$ cat config.mk
export PLATFORM = sky130hd
export DESIGN_NAME = wb_stage_flat
export DESIGN_NICKNAME = d
export VERILOG_FILES = /design/src/rtl/wb_stage_pkg.sv /design/src/rtl/wb_stage_if.sv /design/src/rtl/wb_stage_load_ext.sv /design/src/rtl/wb_stage.sv /design/src/flat_wrapper.sv
export SDC_FILE = /design/constraint.sdc
export NUM_CORES = 1
export LEC_CHECK = 0
export CORE_ASPECT_RATIO = 0.9
export CORE_MARGIN = 4
export CORE_UTILIZATION = 45
export DETAILED_ROUTE_END_ITERATION = 6
export HOLD_SLACK_MARGIN = 0.02
export PLACE_DENSITY = 0.73
export SKIP_LAST_GASP = 1
export SYNTH_ARGS = -nofsm -noshare
export SYNTH_HDL_FRONTEND = slang
export SYNTH_SLANG_ARGS = --single-unit
$ cat constraint.sdc
create_clock -name clk -period 2.1 [get_ports clk]
set_input_delay 0.315 -clock clk [delete_from_list [all_inputs] [get_ports clk]]
set_output_delay 0.315 -clock clk [all_outputs]
set_load 0.005 [all_outputs]
$ cat src/rtl/wb_stage_pkg.sv
// Purpose: shared types/constants for the RV32I write-back stage slice.
// Latency: n/a (package only).
// Backpressure: n/a.
// Contents: XLEN, funct3 load encodings, FSM state encoding, latched-load record.
package wb_stage_pkg;

    localparam int XLEN = 32;

    // Load funct3 encodings; anything else is handled as a full word.
    localparam logic [2:0] F3_LB  = 3'b000;
    localparam logic [2:0] F3_LH  = 3'b001;
    localparam logic [2:0] F3_LW  = 3'b010;
    localparam logic [2:0] F3_LBU = 3'b100;
    localparam logic [2:0] F3_LHU = 3'b101;

    typedef enum logic {
        ST_IDLE     = 1'b0,
        ST_WAIT_MEM = 1'b1
    } wb_state_e;

    // Everything about an outstanding load needed once its data returns.
    typedef struct packed {
        logic [4:0] rd;
        logic       wen;
        logic [2:0] funct3;
        logic [1:0] addr_lo;
    } load_info_t;

    // x0 is hardwired to zero, so a write to it is never presented to the regfile.
    function automatic logic wr_allowed(input logic wen, input logic [4:0] rd);
        return wen && (rd != 5'd0);
    endfunction

endpackage

$ cat src/rtl/wb_stage_if.sv
// Purpose: bundles the write-back stage's execute, data-bus and regfile-port signals.
// Latency: n/a (signal bundle).
// Backpressure: ex_valid/ex_ready handshake; mem_rvalid and rd_en are unqualified pulses.
// Modports: master = surrounding pipeline (drives ex_*/mem_*), slave = wb_stage.
// Optional: WB_BYPASS_EN adds byp_valid/byp_addr/byp_data/byp_load_valid.
interface wb_stage_if #(
    parameter int XLEN = wb_stage_pkg::XLEN
);
    logic            ex_valid;
    logic            ex_ready;
    logic [4:0]      ex_rd_addr;
    logic            ex_rd_wen;
    logic [XLEN-1:0] ex_result;
    logic            ex_is_load;
    logic [2:0]      ex_funct3;
    logic [1:0]      ex_addr_lo;
    logic            mem_rvalid;
    logic [XLEN-1:0] mem_rdata;
    logic [4:0]      rd_addr;
    logic [XLEN-1:0] rd_data;
    logic            rd_en;
    logic            wb_busy;
`ifdef WB_BYPASS_EN
    logic            byp_valid;
    logic [4:0]      byp_addr;
    logic [XLEN-1:0] byp_data;
    logic            byp_load_valid;

    modport master (
        output ex_valid, ex_rd_addr, ex_rd_wen, ex_result, ex_is_load,
               ex_funct3, ex_addr_lo, mem_rvalid, mem_rdata,
        input  ex_ready, rd_addr, rd_data, rd_en, wb_busy,
               byp_valid, byp_addr, byp_data, byp_load_valid
    );
    modport slave (
        input  ex_valid, ex_rd_addr, ex_rd_wen, ex_result, ex_is_load,
               ex_funct3, ex_addr_lo, mem_rvalid, mem_rdata,
        output ex_ready, rd_addr, rd_data, rd_en, wb_busy,
               byp_valid, byp_addr, byp_data, byp_load_valid
    );
`else
    modport master (
        output ex_valid, ex_rd_addr, ex_rd_wen, ex_result, ex_is_load,
               ex_funct3, ex_addr_lo, mem_rvalid, mem_rdata,
        input  ex_ready, rd_addr, rd_data, rd_en, wb_busy
    );
    modport slave (
        input  ex_valid, ex_rd_addr, ex_rd_wen, ex_result, ex_is_load,
               ex_funct3, ex_addr_lo, mem_rvalid, mem_rdata,
        output ex_ready, rd_addr, rd_data, rd_en, wb_busy
    );
`endif
endinterface

$ cat src/rtl/wb_stage_load_ext.sv
// Purpose: aligns a raw data-bus word and sign/zero-extends it per load funct3.
// Latency: combinational.
// Backpressure: none.
// Ports: rdata (raw word), funct3 (load type), addr_lo (byte offset) -> value.
module wb_stage_load_ext
    import wb_stage_pkg::*;
#(
    parameter int XLEN = wb_stage_pkg::XLEN
) (
    input  logic [XLEN-1:0] rdata,
    input  logic [2:0]      funct3,
    input  logic [1:0]      addr_lo,
    output logic [XLEN-1:0] value
);

    logic [7:0]  byte_sel;
    logic [15:0] half_sel;

    always_comb begin
        byte_sel = rdata[7:0];
        case (addr_lo)
            2'd0:    byte_sel = rdata[7:0];
            2'd1:    byte_sel = rdata[15:8];
            2'd2:    byte_sel = rdata[23:16];
            default: byte_sel = rdata[31:24];
        endcase
        // Halfword lane chosen by addr_lo[1]; addr_lo[0] is ignored (no misaligned support).
        half_sel = addr_lo[1] ? rdata[31:16] : rdata[15:0];
    end

    always_comb begin
        value = rdata;
        case (funct3)
            F3_LB:   value = {{(XLEN-8){byte_sel[7]}}, byte_sel};
            F3_LBU:  value = {{(XLEN-8){1'b0}}, byte_sel};
            F3_LH:   value = {{(XLEN-16){half_sel[15]}}, half_sel};
            F3_LHU:  value = {{(XLEN-16){1'b0}}, half_sel};
            F3_LW:   value = rdata;
            // Reserved encodings behave as LW.
            default: value = rdata;
        endcase
    end

endmodule

$ cat src/rtl/wb_stage.sv
// Purpose: RV32I write-back stage; drives the regfile write port from execute results and load returns.
// Latency: non-load 1 cycle after accept; load 1 cycle after mem_rvalid.
// Backpressure: ex_ready low while a load waits for mem_rvalid; reopens in the rvalid cycle.
// Ports: clk, rst_n (async, active-low), bus (wb_stage_if.slave: ex_*, mem_*, rd_*, wb_busy).
// Optional: WB_BYPASS_EN adds combinational byp_* forwarding outputs.
module wb_stage
    import wb_stage_pkg::*;
#(
    parameter int XLEN = wb_stage_pkg::XLEN
) (
    input  logic       clk,
    input  logic       rst_n,
    wb_stage_if.slave  bus
);

    wb_state_e       state;
    wb_state_e       state_nxt;
    load_info_t      ld_q;
    logic            ex_ready;
    logic            accept;
    logic            accept_alu;
    logic            accept_load;
    logic            load_rsp;
    logic [XLEN-1:0] ld_val;

    logic            rd_en_q;
    logic [4:0]      rd_addr_q;
    logic [XLEN-1:0] rd_data_q;

    // A non-load accepted in the rvalid cycle cannot share the write port with the
    // load result, so it waits here one cycle. While it is occupied, further
    // non-loads shift through it, keeping one write per cycle and program order.
    logic            pend_vld;
    logic            pend_en;
    logic [4:0]      pend_addr;
    logic [XLEN-1:0] pend_data;

    wb_stage_load_ext #(.XLEN(XLEN)) u_load_ext (
        .rdata   (bus.mem_rdata),
        .funct3  (ld_q.funct3),
        .addr_lo (ld_q.addr_lo),
        .value   (ld_val)
    );

    // State register.
    always_ff @(posedge clk or negedge rst_n) begin
        if (!rst_n) begin
            state <= ST_IDLE;
        end else begin
            state <= state_nxt;
        end
    end

    // Next-state logic.
    always_comb begin
        state_nxt = state;
        case (state)
            ST_IDLE: begin
                if (accept_load) state_nxt = ST_WAIT_MEM;
            end
            ST_WAIT_MEM: begin
                if (bus.mem_rvalid) state_nxt = accept_load ? ST_WAIT_MEM : ST_IDLE;
            end
            default: state_nxt = ST_IDLE;
        endcase
    end

    // FSM outputs / handshake decode.
    always_comb begin
        load_rsp    = (state == ST_WAIT_MEM) && bus.mem_rvalid;
        ex_ready    = (state == ST_IDLE) || load_rsp;
        accept      = bus.ex_valid && ex_ready;
        accept_alu  = accept && !bus.ex_is_load;
        accept_load = accept && bus.ex_is_load;
    end

    // Write-port datapath. Priority: returning load, then the held non-load, then a fresh non-load.
    always_ff @(posedge clk or negedge rst_n) begin
        if (!rst_n) begin
            rd_en_q   <= 1'b0;
            rd_addr_q <= 5'd0;
            rd_data_q <= '0;
            pend_vld  <= 1'b0;
            pend_en   <= 1'b0;
            pend_addr <= 5'd0;
            pend_data <= '0;
            ld_q      <= '0;
        end else begin
            if (load_rsp) begin
                rd_en_q   <= wr_allowed(ld_q.wen, ld_q.rd);
                rd_addr_q <= ld_q.rd;
                rd_data_q <= ld_val;
            end else if (pend_vld) begin
                rd_en_q   <= pend_en;
                rd_addr_q <= pend_addr;
                rd_data_q <= pend_data;
            end else if (accept_alu) begin
                rd_en_q   <= wr_allowed(bus.ex_rd_wen, bus.ex_rd_addr);
                rd_addr_q <= bus.ex_rd_addr;
                rd_data_q <= bus.ex_result;
            end else begin
                rd_en_q   <= 1'b0;
            end

            pend_vld <= accept_alu && (load_rsp || pend_vld);
            if (accept_alu && (load_rsp || pend_vld)) begin
                pend_en   <= wr_allowed(bus.ex_rd_wen, bus.ex_rd_addr);
                pend_addr <= bus.ex_rd_addr;
                pend_data <= bus.ex_result;
            end

            if (accept_load) begin
                ld_q <= '{rd: bus.ex_rd_addr, wen: bus.ex_rd_wen,
                          funct3: bus.ex_funct3, addr_lo: bus.ex_addr_lo};
            end
        end
    end

    assign bus.ex_ready = ex_ready;
    assign bus.rd_en    = rd_en_q;
    assign bus.rd_addr  = rd_addr_q;
    assign bus.rd_data  = rd_data_q;
    // Decode of the state flop, so it is glitch-free for the hazard unit.
    assign bus.wb_busy  = (state == ST_WAIT_MEM);

`ifdef WB_BYPASS_EN
    // The load value is forwarded in its rvalid cycle, one cycle ahead of the regfile write.
    logic byp_load_valid;
    assign byp_load_valid     = load_rsp && wr_allowed(ld_q.wen, ld_q.rd);
    assign bus.byp_load_valid = byp_load_valid;
    assign bus.byp_valid      = rd_en_q;
    assign bus.byp_addr       = byp_load_valid ? ld_q.rd : rd_addr_q;
    assign bus.byp_data       = byp_load_valid ? ld_val  : rd_data_q;
`endif

endmodule

$ cat src/flat_wrapper.sv
// flat-port wrapper written by rule: the top's interface ports become plain ports
module wb_stage_flat import wb_stage_pkg::*;
#(
    parameter int XLEN = wb_stage_pkg::XLEN
)
  (clk, rst_n, bus_ex_valid, bus_ex_rd_addr, bus_ex_rd_wen, bus_ex_result, bus_ex_is_load, bus_ex_funct3, bus_ex_addr_lo, bus_mem_rvalid, bus_mem_rdata, bus_ex_ready, bus_rd_addr, bus_rd_data, bus_rd_en, bus_wb_busy);
  wb_stage_if #(.XLEN(XLEN)) bus_i ();
  input  logic clk;
  input  logic rst_n;
  input wire logic [$bits(bus_i.ex_valid)-1:0] bus_ex_valid;
  input wire logic [$bits(bus_i.ex_rd_addr)-1:0] bus_ex_rd_addr;
  input wire logic [$bits(bus_i.ex_rd_wen)-1:0] bus_ex_rd_wen;
  input wire logic [$bits(bus_i.ex_result)-1:0] bus_ex_result;
  input wire logic [$bits(bus_i.ex_is_load)-1:0] bus_ex_is_load;
  input wire logic [$bits(bus_i.ex_funct3)-1:0] bus_ex_funct3;
  input wire logic [$bits(bus_i.ex_addr_lo)-1:0] bus_ex_addr_lo;
  input wire logic [$bits(bus_i.mem_rvalid)-1:0] bus_mem_rvalid;
  input wire logic [$bits(bus_i.mem_rdata)-1:0] bus_mem_rdata;
  output wire logic [$bits(bus_i.ex_ready)-1:0] bus_ex_ready;
  output wire logic [$bits(bus_i.rd_addr)-1:0] bus_rd_addr;
  output wire logic [$bits(bus_i.rd_data)-1:0] bus_rd_data;
  output wire logic [$bits(bus_i.rd_en)-1:0] bus_rd_en;
  output wire logic [$bits(bus_i.wb_busy)-1:0] bus_wb_busy;
  assign bus_i.ex_valid = bus_ex_valid;
  assign bus_i.ex_rd_addr = bus_ex_rd_addr;
  assign bus_i.ex_rd_wen = bus_ex_rd_wen;
  assign bus_i.ex_result = bus_ex_result;
  assign bus_i.ex_is_load = bus_ex_is_load;
  assign bus_i.ex_funct3 = bus_ex_funct3;
  assign bus_i.ex_addr_lo = bus_ex_addr_lo;
  assign bus_i.mem_rvalid = bus_mem_rvalid;
  assign bus_i.mem_rdata = bus_mem_rdata;
  assign bus_ex_ready = bus_i.ex_ready;
  assign bus_rd_addr = bus_i.rd_addr;
  assign bus_rd_data = bus_i.rd_data;
  assign bus_rd_en = bus_i.rd_en;
  assign bus_wb_busy = bus_i.wb_busy;
  wb_stage #(.XLEN(XLEN)) u_core (.clk(clk), .rst_n(rst_n), .bus(bus_i));
endmodule
==> flow_metrics.py, run 1 <==
metrics = {
    "run_status": {
        "status": "finished clean",
    },
    "drt": {
        "routed_via_density": 5.68,
        "dr.pass1.iters": 4,
        "wl_per_cell_um": 19.4,
        "num_vias": 3825,
        "ant_nets": 0,
        "drt_iter0_markers": 212,
        "drc": 0,
        "wl_um": 13100,
    },
    "cts": {
        "clockBufferDepth": 2,
        "cts_hold_buffers": 1,
        "clock_sinks": 89,
        "cts_resized": 0,
        "cts_tree": "done",
        "insertion_delay_ns": 0.34,
        "post_cts_buffers": 0,
        "h-tree-depth": 3,
        "cts_root_buffer": "clkbuf_16",
        "cts-buffers-inserted": 9,
        "clk_transition_reported_paths_ns": 0.06,
    },
    "setup_path": {
        "critPathLaunchType": "input port",
        "critPathTopFamily": "buffers and inverters",
        "crit_buf_inv": 2,
        "endpoint": "bus_ex_ready",
        "cpPeakStageDelay_ns": 0.54,
        "r2r_start": "u_core.ld_q[2]$_DFFE_PN0P_",
        "worst_path_most_repeated_cell": "clkdlybuf4s50_1",
        "crit_start": "bus_mem_rvalid",
        "r2r_end": "u_core.bus.rd_data[7]$_DFFE_PN0P_",
        "worstPathMaxFanout": 4,
        "cp.depth": 3,
        "endpoint_kind": "output pin",
        "crit_slowest_cell": "clkdlybuf4s50_1",
        "crit_path_cell_trace": "clkdlybuf4s50_1, nand2b_1, clkdlybuf4s50_1",
        "rrSetupSlack_ns": 0.32,
        "critPathKind": "input port to output pin",
        "required_ns": 1.78,
        "worst_ep_arrival_time_ns": 1.55,
        "ff2ff_path_depth": 4,
    },
    "floorplanning": {
        "dieArea_um2": 12400,
        "core_area_um2": 10300,
        "ios": 120,
        "num_rows": 35,
        "die_h_um": 106,
        "start_util_pct": 46.5,
        "dieWidth_um": 117,
    },
    "timing": {
        "hold_viol_final": 0,
        "setup_tns_ns": 0,
        "slew-limit-headroom_pct": 57.7,
        "rsz0062_at_grt": "false",
        "period_share_pct": 88.6,
        "period_minus_slack_ns": 1.86,
        "slew_viol_final": 0,
        "setup-violations-final": 0,
        "finalClockSkew_ns": 0.00550,
        "tightest_slew_ns": 0.633,
        "max_freq_ghz": 0.537,
    },
    "synthesis": {
        "synthMuxAreaShare_pct": 18.8,
        "synth-xor-area-share_pct": 0,
        "synth_compound_area_share_pct": 20.2,
        "ys_ff_latch": 89,
        "synth-async-reset-ratio_pct": 100,
        "yosys.area_share.simple_pct": 10.6,
        "synth-edff-count": 0,
        "synth.most_common_cell": "dfrtp_1",
        "synth-main-ff-cell": "dfrtp_1",
        "ys_types": 41,
        "synth_common_cells": "89 x dfrtp_1, 54 x mux2_2, 26 x nor2_1",
        "synth_cells": 426,
        "syn-num-nets": 506,
        "yosysSeqAreaShare_pct": 46.3,
        "ys_top_cells_by_area": "dfrtp_1 46%, mux2_2 13%, a221oi_2 6.2%",
        "synthAdderAreaFrac_pct": 0,
        "synth_top_family_by_area": "compound AO/OA/AOI/OAI gates",
        "synth_warnings": 0,
        "yosysTopAreaCellShare_pct": 46.3,
        "syn_area_per_cell_um2": 11.3,
        "yosysTopAreaCell": "dfrtp_1",
        "syn-cell-area_um2": 4810,
    },
    "final_layout": {
        "antennaDiodeCount": 0,
        "drive_gt1_share_pct": 21.5,
        "syn2layout_area_growth_pct": 35.3,
        "nets": 619,
        "fillers": 860,
    },
    "grt": {
        "overflow": 0,
        "grt_pass1_wl_um": 20700,
        "track_usage_pct": 21.3,
        "grt_pass1_vias": 3973,
        "grt_max_degree": 48,
        "antenna_found_initial": 0,
    },
    "pwr": {
        "p_leak_nw": 2.65,
        "pwr_density_cell_nw_per_um2": 904,
        "p_total_w": 0.00588,
        "max-vdd-ir-drop_uv": 452,
    },
    "placed_design": {
        "dp_hpwl_um": 9450,
        "gp_congestion": 0.842,
        "port_buffers": 119,
    },
    "worst_hold_path": {
        "min_path_type": "input port to async pin",
    },
    "flow_run": {
        "drv_cap": 0,
    },
}
==> layout make-up <==
type / instances / area (um^2) / area share, %
clock buffer: 11 / 243 / 3.73
clock inverter: 5 / 78.8 / 1.21
inverter: 2 / 7.51 / 0.115
multi-input combinational: 300 / 2400 / 36.8
sequential: 89 / 2230 / 34.3
tap: 129 / 161 / 2.48
timing repair buffer: 137 / 1390 / 21.4
==> cell families after synthesis <==
| logic type | Yosys count |
|---|---|
| compound gates | 120 |
| buf+inv | 37 |
| mux | 82 |
| flops | 89 |
| simple gates | 98 |
==> sequential cells by signal, summed over array words and instances (netlist names) <==
name	cells
u_core.bus.rd_data	32
u_core.ld_q	11
u_core.pend_addr	5
u_core.bus.rd_addr	5
u_core.pend_vld	1
u_core.pend_en	1
u_core.bus.rd_en	1
u_core.pend_data	32
u_core.bus.wb_busy	1
==> worst min-delay path by stage <==
stage                                                   end  depth (start not counted)
after floorplan           u_core.bus.rd_addr[0]$_DFFE_PN0P_                          0
after global placement     u_core.pend_data[26]$_DFFE_PN0P_                          1
after detailed placement   u_core.pend_data[26]$_DFFE_PN0P_                          1
after CTS                  u_core.pend_data[30]$_DFFE_PN0P_                          1
after global routing        u_core.pend_data[5]$_DFFE_PN0P_                          1
final                      u_core.pend_data[26]$_DFFE_PN0P_                          2
==> power breakdown <==
group | total (W) | switching, W | internal [W]
logic | 0.00172 | 0.000719 | 0.000997
registers | 0.00242 | 0.000269 | 0.00215
clock network | 0.00174 | 0.000669 | 0.00107
==> cells in the final DEF (no fill, tap or decap), drive strengths merged, types with 2 or more instances in the layout <==
master	count
clkdlybuf4s50	118
dfrtp	89
mux2	57
nor2	27
nor2b	25
nand2	25
mux2i	24
a21oi	21
a211oi	20
a221oi	20
o21ai	19
buf	18
clkbuf	11
a22oi	10
o211ai	8
nand2b	5
a22o	5
o22ai	4
a21o	4
and3	4
o21bai	4
a211o	3
nand3b	3
clkinv	3
or4	2
inv	2
bufinv	2
==> per-layer routing <==
| layer | share of wire [%] | vias up | wire length (um) | track usage [%] |
|---|---|---|---|---|
| met2 | 47 | 103 | 6200 | 33.5 |
| met1 | 45 | 1892 | 5920 | 29.7 |
| met3 | 5.8 | 17 | 758 | 4.61 |
| li1 | - | 1813 | - | - |
| met5 | 0 | - | 0 | 0 |
| met4 | 1.5 | 0 | 196 | 5.90 |
==> metrics by stage <==
step / area [um^2] / hold slack [ns] / worst slack (ns) / cells / utilization (%)
6_report: 6500 / 0.490 / 0.239 / 673 / 62.9
5_1_grt: 6500 / 0.513 / 0.150 / 673 / 62.9
4_1_cts: 6500 / 0.493 / 0.245 / 673 / 62.9
3_5_place_dp: 6170 / 0.328 / 0.0763 / 656 / 59.7
3_3_place_gp: 6170 / 0.320 / 0.142 / 656 / 59.7
2_1_floorplan: 4810 / 0.0194 / 0.519 / 426 / -
Power figures use the tool's default switching activity.
==> inputs of run 2 (changes only) <==
Settings changed: SETUP_SLACK_MARGIN set to 0.2.
==> run 2 against run 1 <==
Sequential share of layout area decreased by 0.053 points. Routed wire length about the same. Clock skew about the same. Critical endpoint unchanged.
==> flow_metrics.py, run 2 (same netlist as run 1, synthesis figures left out) <==
metrics = {
    "drt": {
        "dr.pass1.iters": 4,
        "wl_um": 13100,
        "routed_via_density": 5.70,
        "ant_nets": 0,
        "drc": 0,
        "drt_iter0_markers": 175,
        "wl_per_cell_um": 19.4,
        "num_vias": 3839,
    },
    "grt": {
        "overflow": 0,
        "track_usage_pct": 21.3,
        "grt_max_degree": 48,
        "grt_pass1_wl_um": 20700,
        "grt_pass1_vias": 3973,
        "antenna_found_initial": 0,
    },
    "final_layout": {
        "syn2layout_area_growth_pct": 35.5,
        "nets": 619,
        "stdcell_area_um2": 6510,
        "drive_gt1_share_pct": 21.9,
        "final_common_cell": "clkdlybuf4s50_1",
        "antennaDiodeCount": 0,
        "fin_util_pct": 63.0,
        "fillers": 857,
        "multi_input_area_um2": 2410,
        "layout.cells.non_filler": 673,
        "final-seq-area_um2": 2230,
        "layout_common_cells": "118 x clkdlybuf4s50_1, 88 x dfrtp_1, 54 x mux2_2",
    },
    "timing": {
        "setup-violations-final": 0,
        "setup_tns_ns": 0,
        "period_minus_slack_ns": 1.82,
        "slew_viol_final": 0,
        "slew-limit-headroom_pct": 60.3,
        "max_freq_ghz": 0.550,
        "finalClockSkew_ns": 0.00565,
        "tightest_slew_ns": 0.594,
        "rsz0062_at_grt": "false",
        "hold_viol_final": 0,
        "fin_ws_ns": 0.281,
        "period_share_pct": 86.6,
    },
    "cts": {
        "cts-buffers-inserted": 9,
        "clk_transition_reported_paths_ns": 0.06,
        "clock_sinks": 89,
        "post_cts_buffers": 0,
        "cts_root_buffer": "clkbuf_16",
        "insertion_delay_ns": 0.34,
        "cts_tree": "done",
        "clockBufferDepth": 2,
        "h-tree-depth": 3,
    },
    "setup_path": {
        "required_ns": 1.78,
        "crit_start": "bus_mem_rvalid",
        "r2r_end": "u_core.bus.rd_data[20]$_DFFE_PN0P_",
        "rrSetupSlack_ns": 0.36,
        "ff2ff_path_depth": 4,
        "worst_ep_arrival_time_ns": 1.50,
        "critPathLaunchType": "input port",
        "critPathKind": "input port to output pin",
        "endpoint_kind": "output pin",
        "endpoint": "bus_ex_ready",
        "worstPathMaxFanout": 4,
        "r2r_start": "u_core.bus.wb_busy$_DFF_PN0_",
    },
    "placed_design": {
        "place_inst": 656,
        "port_buffers": 119,
        "dp_hpwl_um": 9450,
        "postPlaceCellArea_um2": 6170,
        "gp_congestion": 0.842,
        "pre_cts_ws_ns": 0.0763,
    },
    "pwr": {
        "max-vdd-ir-drop_uv": 452,
        "pwr_density_cell_nw_per_um2": 903,
        "p_leak_nw": 2.65,
    },
    "floorplanning": {
        "dieArea_um2": 12400,
        "ios": 120,
        "core_area_um2": 10300,
        "start_util_pct": 46.5,
        "die_h_um": 106,
        "dieWidth_um": 117,
        "num_rows": 35,
    },
    "run_status": {
        "status": "finished clean",
    },
    "flow_run": {
        "drv_cap": 0,
    },
    "worst_hold_path": {
        "min_path_type": "input port to async pin",
    },
}
run 2: worst min path at each step:
stage                                     startpoint                                 to  slack (ns)  cells past startpoint
floorplan                                      rst_n  u_core.bus.rd_addr[0]$_DFFE_PN0P_        0.02                      0
global placement                               rst_n   u_core.pend_data[26]$_DFFE_PN0P_        0.32                      1
detailed placement                             rst_n   u_core.pend_data[26]$_DFFE_PN0P_        0.33                      1
CTS                 u_core.pend_data[30]$_DFFE_PN0P_   u_core.pend_data[30]$_DFFE_PN0P_        0.49                      1
global route         u_core.pend_data[5]$_DFFE_PN0P_    u_core.pend_data[5]$_DFFE_PN0P_        0.51                      1
finish                                         rst_n   u_core.pend_data[26]$_DFFE_PN0P_        0.49                      2
run 2: area by class of cell:
type	count	share of cell area, %
Inverter	2	0.115
Sequential cell	89	34.2
Multi-Input combinational cell	300	36.9
Tap cell	129	2.48
Timing Repair Buffer	137	21.3
Clock inverter	5	1.21
Clock buffer	11	3.73
run 2: what timing repair did:
item                                    CTS  global route
endpoints found under the setup margin    0             2
hold buffers                              1             0
hold endpoints to repair                 38             0
resized for setup                         0             2
run 2: through the flow:
step / hold slack (ns) / total power [W]
after floorplan: 0.0194 / 0.00330
after global placement: 0.320 / 0.00410
after detailed placement: 0.328 / 0.00417
after CTS: 0.493 / 0.00592
after global routing: 0.513 / 0.00619
final: 0.492 / 0.00588
run 2: report_power, final:
part           internal (W)  leakage [nW]  switching [W]  total [W]
Sequential          0.00215          1.05       0.000271    0.00242
Combinational       0.00100          1.44       0.000719    0.00172
Clock               0.00107         0.159       0.000668    0.00174
run 2: per-layer routing:
layer,up-vias,global-route usage (%),share of wire (%)
li1,1815,-,-
met1,1895,29.7,46
met2,110,33.5,47
met3,19,4.61,5.5
met4,0,5.90,1.6
met5,-,0,0
run 2: worst max-delay path, stage by stage:
cell             delay [ns]
clkdlybuf4s50_1        0.52
nand2b_4               0.16
clkdlybuf4s50_1        0.51
==> inputs of run 3 (changes only) <==
Settings changed: PLACE_DENSITY 0.73 to 0.74.
==> run 3 against run 2 <==
The flow now finishes with violations (hold timing). Non-clock buffer count unchanged. Power up 0.77%. Clock power barely moved. Clock skew is 0.0010 ns lower. Global-route usage up 0.42 points. Sequential power hardly changed. Register-to-register slack worse by 0.04 ns. Critical path type unchanged. Largest cell class unchanged. Largest power group unchanged. Highest routed layer unchanged.
==> flow_metrics.py, run 3 (same netlist as run 1, synthesis figures left out) <==
metrics = {
    "run_status": {
        "status": "finished, violations left",
        "violations": "hold timing",
    },
    "grt": {
        "track_usage_pct": 21.8,
        "grt_pass1_vias": 4085,
        "overflow": 0,
        "grt_max_degree": 90,
        "grt_pass1_wl_um": 21200,
        "antenna_found_initial": 0,
    },
    "floorplanning": {
        "ios": 120,
        "num_rows": 35,
        "core_area_um2": 10300,
        "die_h_um": 106,
        "dieArea_um2": 12400,
        "dieWidth_um": 117,
        "start_util_pct": 46.5,
    },
    "placed_design": {
        "dp_hpwl_um": 9260,
        "port_buffers": 119,
        "postPlaceCellArea_um2": 6190,
        "gp_congestion": 0.841,
        "pre_cts_ws_ns": 0.0736,
    },
    "drt": {
        "wl_per_cell_um": 19.5,
        "wl_um": 13100,
        "num_vias": 3910,
        "routed_via_density": 5.82,
        "ant_nets": 0,
        "drc": 0,
        "drt_iter0_markers": 250,
        "dr.pass1.iters": 5,
    },
    "setup_path": {
        "crit_buf_inv": 2,
        "crit_slowest_cell": "clkdlybuf4s50_1",
        "critPathTopFamily": "buffers and inverters",
        "r2r_start": "u_core.bus.wb_busy$_DFF_PN0_",
        "ff2ff_path_depth": 4,
        "worstPathMaxFanout": 4,
        "cp.depth": 3,
        "endpoint_kind": "output pin",
        "endpoint": "bus_ex_ready",
        "r2r_end": "u_core.bus.rd_data[22]$_DFFE_PN0P_",
        "critPathLaunchType": "input port",
        "critPathKind": "input port to output pin",
        "required_ns": 1.78,
        "worst_ep_arrival_time_ns": 1.56,
        "worst_path_most_repeated_cell": "clkdlybuf4s50_1",
        "rrSetupSlack_ns": 0.32,
        "cpPeakStageDelay_ns": 0.55,
        "crit_path_cell_trace": "clkdlybuf4s50_1, nand2b_4, clkdlybuf4s50_1",
        "crit_start": "bus_mem_rvalid",
    },
    "final_layout": {
        "syn2layout_area_growth_pct": 35.9,
        "stdcell_area_um2": 6530,
        "antennaDiodeCount": 0,
        "final_common_cell": "clkdlybuf4s50_1",
        "layout_common_cells": "118 x clkdlybuf4s50_1, 87 x dfrtp_1, 54 x mux2_2",
        "fillers": 824,
        "nets": 619,
        "drive_gt1_share_pct": 21.9,
    },
    "timing": {
        "rsz0062_at_grt": "false",
        "whs_ns": -0.00783,
        "slew_viol_final": 0,
        "setup-violations-final": 0,
        "finalClockSkew_ns": 0.00463,
        "slew-limit-headroom_pct": 55.3,
        "period_minus_slack_ns": 1.87,
        "fin_ws_ns": 0.225,
        "hold_viol_final": 2,
        "tightest_slew_ns": 0.669,
        "setup_tns_ns": 0,
        "max_freq_ghz": 0.533,
        "period_share_pct": 89.3,
    },
    "cts": {
        "cts_root_buffer": "clkbuf_16",
        "cts_resized": 0,
        "h-tree-depth": 3,
        "cts-buffers-inserted": 9,
        "cts_tree": "done",
        "post_cts_buffers": 0,
        "clock_sinks": 89,
        "cts_hold_buffers": 0,
        "clk_transition_reported_paths_ns": 0.06,
        "insertion_delay_ns": 0.34,
        "clockBufferDepth": 2,
    },
    "pwr": {
        "pwr_density_cell_nw_per_um2": 908,
        "max-vdd-ir-drop_uv": 566,
        "p_leak_nw": 2.66,
    },
    "worst_hold_path": {
        "min_path_type": "input port to async pin",
    },
    "flow_run": {
        "drv_cap": 0,
    },
}
[run 3: layout make-up]
type | count | area [um^2] | share of cell area [%]
sequential | 89 | 2230 | 34.1
multi-input combinational | 300 | 2400 | 36.8
tap | 129 | 161 | 2.47
inverter | 2 | 7.51 | 0.115
timing repair buffer | 137 | 1400 | 21.4
clock inverter | 2 | 60.1 | 0.920
clock buffer | 13 | 270 | 4.14
[run 3: worst min path at each step]
| stage | startpoint | endpoint | depth (start not counted) |
|---|---|---|---|
| after floorplan | rst_n | u_core.bus.rd_addr[0]$_DFFE_PN0P_ | 0 |
| after global placement | rst_n | u_core.bus.rd_data[26]$_DFFE_PN0P_ | 2 |
| after detailed placement | rst_n | u_core.bus.rd_data[26]$_DFFE_PN0P_ | 2 |
| after CTS | rst_n | u_core.pend_data[27]$_DFFE_PN0P_ | 2 |
| after global routing | rst_n | u_core.pend_data[27]$_DFFE_PN0P_ | 2 |
| final | rst_n | u_core.bus.rd_data[26]$_DFFE_PN0P_ | 2 |
[run 3: worst reg2reg max path: cells and delay by family (launching register included)]
kind | cells | cell delay, ns
AO/OA/AOI/OAI | 1 | 0.34
flip-flops | 1 | 0.47
buffers and inverters | 1 | 0.20
AND/OR/NAND/NOR | 2 | 0.67
[run 3: metal layers]
layer	global-route usage (%)	vias up	share of wire, %
met5	0	-	0
li1	-	1805	-
met1	28.4	1940	43
met2	36.4	158	49
met4	2.95	0	0.45
met3	6.83	7	7.2
[run 3: metrics by stage]
stage | util (%) | hold WS [ns] | cells | total power (W)
6_report | 63.2 | -0.00783 | 672 | 0.00593
5_1_grt | 63.2 | 0.0520 | 672 | 0.00625
4_1_cts | 63.1 | 0.0364 | 672 | 0.00599
3_5_place_dp | 59.9 | 0.401 | 657 | 0.00418
3_3_place_gp | 59.9 | 0.395 | 657 | 0.00411
2_1_floorplan | - | 0.0194 | 426 | 0.00330
[run 3: where the power goes]
group / internal (W) / total [W] / switching (W) / leakage (nW)
clock: 0.00113 / 0.00177 / 0.000639 / 0.162
combinational: 0.00101 / 0.00172 / 0.000719 / 1.45
sequential: 0.00215 / 0.00243 / 0.000278 / 1.05
total: 0.00429 / 0.00593 / 0.00164 / 2.66
